## src/rtl/control_sequencer.sv

```systemverilog
// control_sequencer: decodes instructions into a 13-bit control word, EXEC then WB (nWE low, done pulse).
// Latency: handshake edge -> EXEC -> WB, one instruction per 2 cycles. Optional 2-entry input FIFO: CU_IBUF_EN.
// Backpressure: instr_ready only in IDLE/WB, or !full when CU_IBUF_EN is defined; low until reset release settles.

`ifdef CU_IBUF_EN
module cs_fifo #(
   parameter int W = 16
) (
   input  logic         clk,
   input  logic         rst_n,
   input  logic         push_vld,
   output logic         push_rdy,
   input  logic [W-1:0] push_dat,
   output logic         pop_vld,
   input  logic         pop_rdy,
   output logic [W-1:0] pop_dat
);
   logic [W-1:0] mem [2];
   logic         wr_ptr;
   logic         rd_ptr;
   logic [1:0]   cnt;
   logic         do_push;
   logic         do_pop;

   assign push_rdy = (cnt != 2'd2);
   assign pop_vld  = (cnt != 2'd0);
   assign pop_dat  = mem[rd_ptr];
   assign do_push  = push_vld && push_rdy;
   assign do_pop   = pop_vld && pop_rdy;

   always_ff @(posedge clk or negedge rst_n) begin
      if (!rst_n) begin
         mem[0] <= '0;
         mem[1] <= '0;
         wr_ptr <= 1'b0;
         rd_ptr <= 1'b0;
         cnt    <= 2'd0;
      end else begin
         if (do_push) begin
            mem[wr_ptr] <= push_dat;
            wr_ptr      <= ~wr_ptr;
         end
         if (do_pop)
            rd_ptr <= ~rd_ptr;
         cnt <= cnt + {1'b0, do_push} - {1'b0, do_pop};
      end
   end
endmodule
`endif

module control_sequencer (
   input  logic        clk,
   input  logic        nRST,
   input  logic [15:0] instr,
   input  logic        instr_valid,
   output logic        instr_ready,
   output logic [12:0] ControlWord,
   output logic [3:0]  ConstantIn,
   output logic        busy,
   output logic        done,
   output logic [7:0]  instr_count
);
   typedef enum logic [1:0] {IDLE, EXEC, WB} state_t;

   state_t      state;
   logic [1:0]  rst_sync;
   logic        rst_n;
   logic        can_take;
   logic        take_vld;
   logic [15:0] take_dat;

   function automatic logic [12:0] decode(input logic [15:0] i);
      return {i[11:10], i[9:8], i[7:6], i[5], i[15:12], i[4], 1'b1};
   endfunction

   // Assert asynchronously, release two edges after nRST rises.
   always_ff @(posedge clk or negedge nRST) begin
      if (!nRST)
         rst_sync <= 2'b00;
      else
         rst_sync <= {rst_sync[0], 1'b1};
   end
   assign rst_n = rst_sync[1];

   assign can_take = (state == IDLE) || (state == WB);

`ifdef CU_IBUF_EN
   logic        fifo_push_rdy;
   logic        fifo_vld;
   logic        fifo_push;
   logic [15:0] fifo_dat;

   // An empty FIFO is bypassed so an idle sequencer still starts EXEC on the handshake edge.
   assign instr_ready = rst_n && fifo_push_rdy;
   assign fifo_push   = instr_valid && instr_ready && !(can_take && !fifo_vld);
   assign take_vld    = fifo_vld || (instr_valid && instr_ready);
   assign take_dat    = fifo_vld ? fifo_dat : instr;

   cs_fifo #(.W(16)) u_ibuf (
      .clk      (clk),
      .rst_n    (rst_n),
      .push_vld (fifo_push),
      .push_rdy (fifo_push_rdy),
      .push_dat (instr),
      .pop_vld  (fifo_vld),
      .pop_rdy  (can_take),
      .pop_dat  (fifo_dat)
   );
`else
   // The output registers hold the in-flight instruction; they free up on the WB edge.
   assign instr_ready = rst_n && can_take;
   assign take_vld    = instr_valid && instr_ready;
   assign take_dat    = instr;
`endif

   always_ff @(posedge clk or negedge rst_n) begin
      if (!rst_n) begin
         state       <= IDLE;
         ControlWord <= 13'h0001;
         ConstantIn  <= 4'h0;
         busy        <= 1'b0;
         done        <= 1'b0;
         instr_count <= 8'h00;
      end else begin
         done <= 1'b0;
         case (state)
            EXEC: begin
               state          <= WB;
               ControlWord[0] <= 1'b0;
               done           <= 1'b1;
               instr_count    <= instr_count + 8'd1;
            end
            default: begin
               if (take_vld) begin
                  state       <= EXEC;
                  ControlWord <= decode(take_dat);
                  ConstantIn  <= take_dat[3:0];
                  busy        <= 1'b1;
               end else begin
                  state       <= IDLE;
                  ControlWord <= 13'h0001;
                  ConstantIn  <= 4'h0;
                  busy        <= 1'b0;
               end
            end
         endcase
      end
   end
endmodule

```

## config.mk

```make
export PLATFORM = sky130hd
export DESIGN_NAME = control_sequencer
export DESIGN_NICKNAME = d
export VERILOG_FILES = /design/src/rtl/control_sequencer.sv
export SDC_FILE = /design/constraint.sdc
export NUM_CORES = 1
export LEC_CHECK = 0
export BUFFER_PORTS_ARGS = -buffer_cell sky130_fd_sc_hd__buf_2
export CORE_ASPECT_RATIO = 0.8
export CORE_UTILIZATION = 31
export CTS_BUF_LIST = sky130_fd_sc_hd__clkbuf_8
export CTS_CLUSTER_SIZE = 16
export DETAILED_ROUTE_END_ITERATION = 8
export PLACE_DENSITY_LB_ADDON = 0.2
export SYNTH_ARGS = -nofsm -noshare
export SYNTH_HDL_FRONTEND = slang
export SYNTH_SLANG_ARGS = --single-unit
```

## constraint.sdc

```tcl
create_clock -name clk -period 1.43 [get_ports clk]
set_clock_uncertainty 0.05 [all_clocks]
set_input_delay 0.286 -clock clk [delete_from_list [all_inputs] [get_ports clk]]
set_output_delay 0.286 -clock clk [all_outputs]
set_load 0.01 [all_outputs]
```

* Word level (Yosys, flattened, before mapping)
Index checks and enable logic that the tools add are counted.
** Word-level totals
- Bits in registers :: 31
- Output and inout port bits :: 28
** Cells by class
- Add/subtract/negate cells :: 1
- Equality and inequality tests :: 2
- Multiplexer cells :: 7
- Reduce and logical (&&, ||, !) cells :: 4
** Operators by type and width (number)
- 13-bit two-way mux :: 1
- 8-bit by 1-bit adder with 8-bit output, second input constant :: 1
- 1-bit two-way mux :: 4
- 4-bit two-way mux :: 1
- 2-bit by 1-bit equality test with 1-bit output, second input constant :: 1
- 2-bit equality test, second input constant :: 1
- 1-bit logical AND :: 2
- 2-bit logical NOT :: 1
- 2-bit two-way mux :: 1
- 1-bit logical OR :: 1

* Longest topological paths before layout
Gate-level depths: netlist (run 1).
- Depth in word-level cells :: 6
- Mapped depth :: 5

* Worst setup path after synthesis (run 1)
No wires, ideal clock.
- Kind :: register to register
- Start point :: reg rst_sync[1]
- End point :: reg ControlWord[10]
- Setup time :: 0.065 ns
- Data arrival time :: 1.748 ns
- Data required time :: 1.315 ns
- Slack :: -0.434 ns
- Stages on the path, launching flop included :: 6
- Path buffers :: 2
- Clock period less this slack :: 1.864 ns
- Path through :: dfrtp_1 nor2b_2 and2_4 buf_6 buf_6 a22o_1
** On the way
- Word-level cells in the longest chain between the ends :: 3
** Ends and longest elaborated chain
- start: declaration :: line 66 : logic [1:0] rst_sync;
- start signal: assignment :: line 81 : rst_sync <= {rst_sync[0], 1'b1};
- 1-bit logical AND :: line 111 : assign instr_ready = rst_n && can_take;
- net instr_ready :: line 56 : output logic instr_ready,
- 1-bit logical AND :: line 112 : assign take_vld = instr_valid && instr_ready;
- 13-bit two-way mux :: line 134 : if (take_vld) begin
- end signal: assignment :: line 136 : ControlWord <= decode(take_dat);
- end: declaration :: line 57 : output logic [12:0] ControlWord,
The timed path passes the listed nets, and every way through them passes these cells.
A chain may end at the register's enable or synchronous reset.

* Worst setup path after layout (run 1)
- Start point :: reg rst_sync[1]
- End point :: out instr_ready
** On the way
- Word-level cells in the longest chain between the ends :: 1
** Ends and longest elaborated chain (line)
- 1-bit logical AND :: 111
- end: declaration :: 56
Every way passes these cells.

==> results_dict.tcl, run 1 <==
set metrics [dict create \
    path_class "register to output port" \
    whs_ns 0.174 \
    cts_sinks 30 \
    dp_slack_ns 0.179 \
    cap_violations 0 \
    syn_inst 73 \
    fin_nets 146 \
    diodes 0 \
    wl_per_cell_um 13.2 \
    power_density_nw_per_um2 1360 \
    die_x_um 68.6 \
    cp_max_fo 2 \
    clockBufferDepth 2 \
    cts_made_buffers 5 \
    cp-start-kind "register" \
    antenna_found_initial 0 \
    rsz0062_at_grt "false" \
    chipHeight_um 55.2 \
    cp.required_ns 1.09 \
    vias_per_cell 4.72 \
    track_usage 0.132 \
    insertion_delay_ns 0.27 \
    worstPathArrival_ns 1.01 \
    grt_max_degree 29 \
    cts_setup_buffers 0 \
    nFillCells 319 \
    drt-initial-drc-count 30 \
    fmax_mhz 741 \
    finish.utilization 0.456 \
    grt_pass1_wl_um 3510 \
    setup_violations 0 \
    ys_seq_area_frac 0.685 \
    irDropWorstVdd_v 0.000646 \
    io_buffers 46 \
    synthesis.area_um2 1100 \
    drc 0 \
    timing.final.ws_setup_ns 0.0812 \
    fin_cells 167 \
    place_congestion 0.645 \
    fin_crit_sh 0.943 \
    finalHoldViolCount 0 \
    maxSlewViolCount 0 \
    period_minus_slack_ns 1.35 \
    yosysWarnings 0 \
    syn_avg_cell_area_um2 15.0 \
    grt_overflow 0 \
    areaGrowthSynthToFinish_pct 33.6 \
    cp-end-kind "output port" \
    place_area_um2 1380 \
    outcome "finished clean" \
    grt_pass1_vias 729 \
    seq_area_um2 756 \
    rows 18 \
    dp_cells 158 \
    synth_seq_cells 30 \
    hp-class "input port to register" \
    drive_gt1_frac 0.465 \
    synthDistinctLibCells 19 \
    synthesis.nets 93 \
    start_util 0.341 \
    totalWireLength_um 2200 \
    drt_first_pass_iters 4 \
    io_pins 47 \
    htreeDepth 2 \
    cts_tree "done" \
    leakagePower_uw 0.000809 \
    core_um2 3220 \
    clk_pin_slew_ns 0.06 \
    clock-root-buffer "clkbuf_8" \
    design_area_um2 1470 \
    multiInputGateArea_um2 315 \
    dpl.hpwl_um 1600 \
    antenna_left 0 \
    num_vias 789 \
    die-area_um2 3790 \
]
-- logic make-up after synthesis --
family	after synthesis	synth area share
simple gates	11	0.0672
xor+xnor	7	0.0558
mux	1	0.0102
flops	30	0.685
buf+inv	5	0.0330
compound gates	17	0.134
fa+ha+maj	1	0.0114
other cells	1	0.00341
-- stage by stage --
stage / total power (µW) / TNS (ns)
2_1_floorplan: 1240 / -0.588
3_3_place_gp: 1400 / 0
3_5_place_dp: 1410 / 0
4_1_cts: 2030 / 0
5_1_grt: 2130 / 0
6_report: 1990 / 0
-- power breakdown --
group	switching [µW]	internal [µW]	total [µW]
registers	105	948	1050
clock network	280	323	603
logic	165	169	334
-- timing repair --
action                                  in CTS  in global routing
endpoints found under the setup margin       0                  0
hold buffers                                 1                  0
resized for setup                            0                  0
endpoints found under the hold margin        2                  0
-- synthesized netlist by cell type (all sizes together) --
cell	instances	area [µm²]
a21o	1	7.51
a22o	16	140
and2	1	8.76
and2b	1	7.51
and3	1	6.26
and4b	1	10.0
buf	4	32.5
conb	1	3.75
dfrtp	29	726
dfstp	1	26.3
ha	1	12.5
inv	1	3.75
mux2	1	11.3
nand2	2	7.51
nand4	4	25.0
nor2b	1	8.76
xnor2	6	52.6
xor2	1	8.76
-- sequential cells by signal, indices dropped and copies added, names as in the netlist --
register,cells
ControlWord,13
instr_count,8
ConstantIn,4
rst_sync,2
busy,1
done,1
state,1
-- worst max-delay path, cell delays in order, from the launching register on --
cell	delay [ns]
dfrtp_4	0.47
nor2b_4	0.13
buf_2	0.13
-- cell type report --
| type | count | area share |
|---|---|---|
| flip-flops and latches | 30 | 0.515 |
| inverters | 1 | 0.00256 |
| clock inverters | 3 | 0.00767 |
| multi-input cells | 38 | 0.215 |
| well taps | 40 | 0.0341 |
| repair buffers | 50 | 0.179 |
| clock buffers | 5 | 0.0469 |
-- cell usage in the layout (no fill, tap or decap), drive strengths merged, types with 2 or more instances in the layout --
| cell | Yosys | routed |
|---|---|---|
| nand2 | 2 | 2 |
| a22o | 16 | 16 |
| xnor2 | 6 | 6 |
| clkbuf | 0 | 5 |
| dfrtp | 29 | 29 |
| nand4 | 4 | 4 |
| buf | 4 | 49 |
| inv | 1 | 4 |
-- layer usage --
metal  GRT usage  vias to the layer above  part of all wire
li1            -                      366                 -
met5           0                        -                 0
met3      0.0558                        7             0.091
met2       0.171                       33              0.43
met4      0.0804                        0             0.023
met1       0.179                      383              0.45
-- worst paths after layout --
check	start	end	slack, ns	depth (start not counted)
setup / recovery	rst_sync[1]	instr_ready	0.08	2
hold / removal	instr[6]	ControlWord[7]	0.17	2
setup reg to reg	state[0]	ControlWord[1]	0.19	3
hold reg to reg	rst_sync[1]	instr_count[1]	0.28	1
max in group asynchronous	rst_sync[1]	ControlWord[0]	0.75	1
min in group asynchronous	nRST	rst_sync[0]	0.27	2
No activity file was read; power rests on OpenSTA's default activity.
==> run 2: changes to the inputs <==
Settings changed: ABC_CLOCK_PERIOD_IN_PS set to 1350.
Clock period 1.43 ns to 1.35 ns, I/O delays scaled along.
==> run 2 against run 1 <==
Against the previous run:
- sequential cell count stayed put
- non-clock buffer count did not move
- routed wire length shrank 3.0%
- die area stayed put
- sequential share of layout area is 0.61 points lower
- utilization is 0.54 points higher
- critical path depth stayed put
- setup slack worse by 0.032 ns
- count of clock-buffer cells in the layout rose by 1
- clock power grew 16%
- first-iteration DRC count down 27%
- register-to-register slack got worse by 0.07 ns
- highest routed layer unchanged
==> results_dict.tcl, run 2 (synthesized netlist as in run 1, its figures left out) <==
set metrics [dict create \
    outcome "finished clean" \
    drt_first_pass_iters 4 \
    totalWireLength_um 2140 \
    areaGrowthSynthToFinish_pct 35.2 \
    io_buffers 46 \
    start_util 0.341 \
    reg_top3 "ControlWord (13), instr_count (8), ConstantIn (4)" \
    cts_made_buffers 5 \
    cp_slowest_stage_delay_ns 0.47 \
    whs_ns 0.160 \
    vias_per_cell 4.61 \
    rows 18 \
    grt_pass1_vias 760 \
    htreeDepth 2 \
    maxSlewViolCount 0 \
    regMostFlops "ControlWord" \
    cp-start-kind "register" \
    place_congestion 0.684 \
    period_minus_slack_ns 1.30 \
    die_x_um 68.6 \
    cts_setup_buffers 0 \
    crit_path_cell_trace "nor2b_4, buf_6" \
    rsz0062_at_grt "false" \
    fmax_mhz 768 \
    irDropWorstVdd_v 0.000635 \
    diodes 0 \
    dpl.hpwl_um 1540 \
    cp.required_ns 1.03 \
    die-area_um2 3790 \
    cap_violations 0 \
    cp-end-kind "output port" \
    leakagePower_uw 0.000811 \
    drc 0 \
    antenna_found_initial 0 \
    wl_per_cell_um 12.8 \
    clockBufferDepth 2 \
    largest_register_ffs 13 \
    fin_crit_sh 0.964 \
    finalHoldViolCount 0 \
    antenna_left 0 \
    clock-root-buffer "clkbuf_8" \
    hp-class "input port to register" \
    insertion_delay_ns 0.27 \
    num_vias 770 \
    layout_commonest_cell "buf_2" \
    drive_gt1_frac 0.480 \
    setup_violations 0 \
    grt_max_degree 29 \
    io_pins 47 \
    layout.cells.most_common_list "buf_2, dfrtp_1, a22o_1" \
    grt_pass1_wl_um 3530 \
    worstPathArrival_ns 0.98 \
    fin_nets 146 \
    chipHeight_um 55.2 \
    path_class "register to output port" \
    track_usage 0.132 \
    power_uw 2170 \
    grt_overflow 0 \
    cts_tree "done" \
    cp_max_fo 2 \
    critPathSlowestCell "dfrtp_4" \
    clk_pin_slew_ns 0.06 \
    power_density_nw_per_um2 1460 \
    cts_sinks 30 \
    core_um2 3220 \
    drt-initial-drc-count 22 \
]
==> run 2: metal layers <==
layer	up-vias	share of wire	wire length, µm	track usage
met5	-	0	0	0
met4	0	0.021	45	0.0804
met3	5	0.076	162	0.0517
met2	33	0.44	937	0.186
met1	363	0.46	991	0.166
li1	369	-	-	-
==> run 2: power breakdown <==
part	switching, µW	leakage [µW]	total, µW	internal [µW]
sequential	109	0.000392	1110	1000
clock	297	0.0000524	699	402
combinational	175	0.000367	357	181
==> run 2: final timing paths <==
check	start	endpoint	slack, ns	cells past startpoint
setup / recovery	rst_sync[1]	instr_ready	0.05	2
hold / removal	instr[7]	ControlWord[8]	0.16	2
setup reg to reg	state[0]	ConstantIn[2]	0.12	3
hold reg to reg	rst_sync[1]	instr_count[5]	0.27	1
max in group asynchronous	rst_sync[1]	ControlWord[0]	0.68	1
min in group asynchronous	rst_sync[1]	instr_count[5]	0.27	1
==> run 2: cell type report <==
class                   instances  area [µm²]
flip-flops and latches         30         756
well taps                      40        50.0
multi-input cells              38         315
inverters                       1        3.75
fillers                       303        1740
clock inverters                 2        8.76
repair buffers                 50         269
clock buffers                   6        82.6
==> run 2: repair_timing <==
item	in CTS	in global routing
hold buffers	1	0
hold endpoints to repair	2	0
resized for setup	0	1
setup endpoints to repair	0	1
==> run 2: through the flow <==
step | std cells | utilization | area [µm²] | setup slack (ns) | TNS, ns
3_5_place_dp | 158 | 0.428 | 1380 | 0.132 | 0
4_1_cts | 167 | 0.459 | 1480 | 0.0172 | 0
5_1_grt | 167 | 0.461 | 1490 | 0.0112 | 0
3_3_place_gp | 158 | 0.428 | 1380 | 0.144 | 0
6_report | 167 | 0.461 | 1490 | 0.0487 | 0
2_1_floorplan | 73 | - | 1110 | -0.148 | -1.63
==> run 2: worst max-delay path: cells and delay by family, from the launching register on <==
kind / cells / cell delay, ns
DFF: 1 / 0.47
buffers and inverters: 1 / 0.11
and+or+nand+nor: 1 / 0.13
==> run 3: changes to the inputs <==
Settings changed: CORE_UTILIZATION 31 to 40, PLACE_DENSITY set to 0.79, PLACE_DENSITY_LB_ADDON 0.2 to unset.
==> run 3 against run 2 <==
Against the previous run:
- sequential share of layout area shrank 0.43 points
- utilization grew 13 points
- global-route usage increased by 3.2 points
- sequential power about the same
- combinational power hardly changed
- via count grew 1.9%
- critical endpoint unchanged
- largest cell class unchanged
- largest power group unchanged
==> results_dict.tcl, run 3 (synthesized netlist as in run 1, its figures left out) <==
set metrics [dict create \
    die_x_um 60.6 \
    critPathSlowestCell "dfrtp_4" \
    clk_pin_slew_ns 0.06 \
    hold_end "ConstantIn[0]" \
    grt_pass1_wl_um 3350 \
    outcome "finished clean" \
    path_class "register to output port" \
    cp_slowest_stage_delay_ns 0.47 \
    timing.rr.start "state[0]" \
    vias_per_cell 4.82 \
    power_density_nw_per_um2 1560 \
    drt_first_pass_iters 4 \
    layout_commonest_cell "buf_2" \
    r2r-end "ControlWord[10]" \
    drt-initial-drc-count 23 \
    diodes 0 \
    setup_violations 0 \
    hold_depth 2 \
    period_minus_slack_ns 1.32 \
    r2r_cells 3 \
    rows 16 \
    cp_num_buf_inv 1 \
    cap_violations 0 \
    antenna_found_initial 0 \
    worstPathArrival_ns 1.00 \
    start_util 0.436 \
    layout.cells.most_common_list "buf_2, dfrtp_1, a22o_1" \
    whs_ns 0.154 \
    finalSetupTns_ns 0 \
    num_vias 785 \
    hp-class "input port to register" \
    grt_pass1_vias 743 \
    cp-end-kind "output port" \
    antenna_left 0 \
    reg_top3 "ControlWord (13), instr_count (8), ConstantIn (4)" \
    nFillCells 221 \
    cts_tree "done" \
    die-area_um2 2960 \
    irDropWorstVdd_v 0.000756 \
    grt_overflow 0 \
    clockBufferDepth 2 \
    r2r_setup_slack_ns 0.09 \
    track_usage 0.164 \
    power_uw 2340 \
    dp_slack_ns 0.155 \
    crit_path_cell_trace "nor2b_4, buf_6" \
    regMostFlops "ControlWord" \
    fmax_mhz 757 \
    drive_gt1_frac 0.488 \
    cp.required_ns 1.03 \
    areaGrowthSynthToFinish_pct 36.3 \
    cp-start-kind "register" \
    cp_max_fo 2 \
    min_from "instr[0]" \
    cp_top_family "flip-flops" \
    clock-root-buffer "clkbuf_8" \
    core_um2 2520 \
    fin_nets 146 \
    crit_start "rst_sync[1]" \
    fin_crit_sh 0.978 \
    drc 0 \
    place_congestion 0.765 \
    rsz0062_at_grt "false" \
    timing.final.ws_setup_ns 0.0297 \
    totalWireLength_um 2140 \
    insertion_delay_ns 0.28 \
    io_buffers 46 \
    finalHoldViolCount 0 \
    cts_sinks 30 \
    leakagePower_uw 0.000817 \
    largest_register_ffs 13 \
    io_pins 47 \
    wl_per_cell_um 13.1 \
    cts_made_buffers 5 \
    chipHeight_um 48.9 \
    htreeDepth 2 \
    grt_max_degree 29 \
    maxSlewViolCount 0 \
]
[run 3: how the worst max path moves through the flow]
stage                 endpoint  slack [ns]  depth (start not counted)
6_report           instr_ready        0.03                          2
3_3_place_gp    instr_count[1]        0.19                          2
5_1_grt            instr_ready       0.004                          2
3_5_place_dp    instr_count[1]        0.15                          2
2_1_floorplan  ControlWord[10]       -0.15                          5
4_1_cts            instr_ready       0.001                          3
[run 3: power breakdown]
part           switching [µW]  total, µW  internal, µW
logic                     176        358           183
clock network             322        864           542
registers                 111       1110          1000
[run 3: area by class of cell]
cell class,count,area (µm²),share of cell area
clock buffer,5,68.8,0.0459
clock inverter,3,40.0,0.0267
inverter,1,3.75,0.00251
multi-input combinational,38,315,0.211
sequential,30,756,0.505
tap,36,45.0,0.0301
timing repair buffer,50,269,0.180
[run 3: repair_timing]
action | in CTS | in global routing
setup endpoints to repair | 1 | 1
buffers inserted | 0 | 0
hold buffers | 1 | 0
endpoints found under the hold margin | 2 | 0
pin swaps | 0 | 0
resized for setup | 1 | 0
[run 3: per-stage QoR]
| step | utilization | std cells | cell area (µm²) |
|---|---|---|---|
| after floorplan | - | 73 | 1110 |
| after global placement | 0.547 | 155 | 1380 |
| after detailed placement | 0.547 | 155 | 1380 |
| after CTS | 0.597 | 164 | 1510 |
| after global routing | 0.594 | 163 | 1500 |
| final | 0.594 | 163 | 1500 |
[run 3: worst register-to-register path, cell delays in order (launching register included)]
cell and delay [ns]:
dfrtp_1 0.42, and2b_1 0.25, buf_4 0.20, a22o_1 0.24
[run 3: layer usage]
layer	wire (µm)	GRT usage
met1	888	0.196
met2	1070	0.238
met3	139	0.0663
met4	48	0.114
met5	0	0
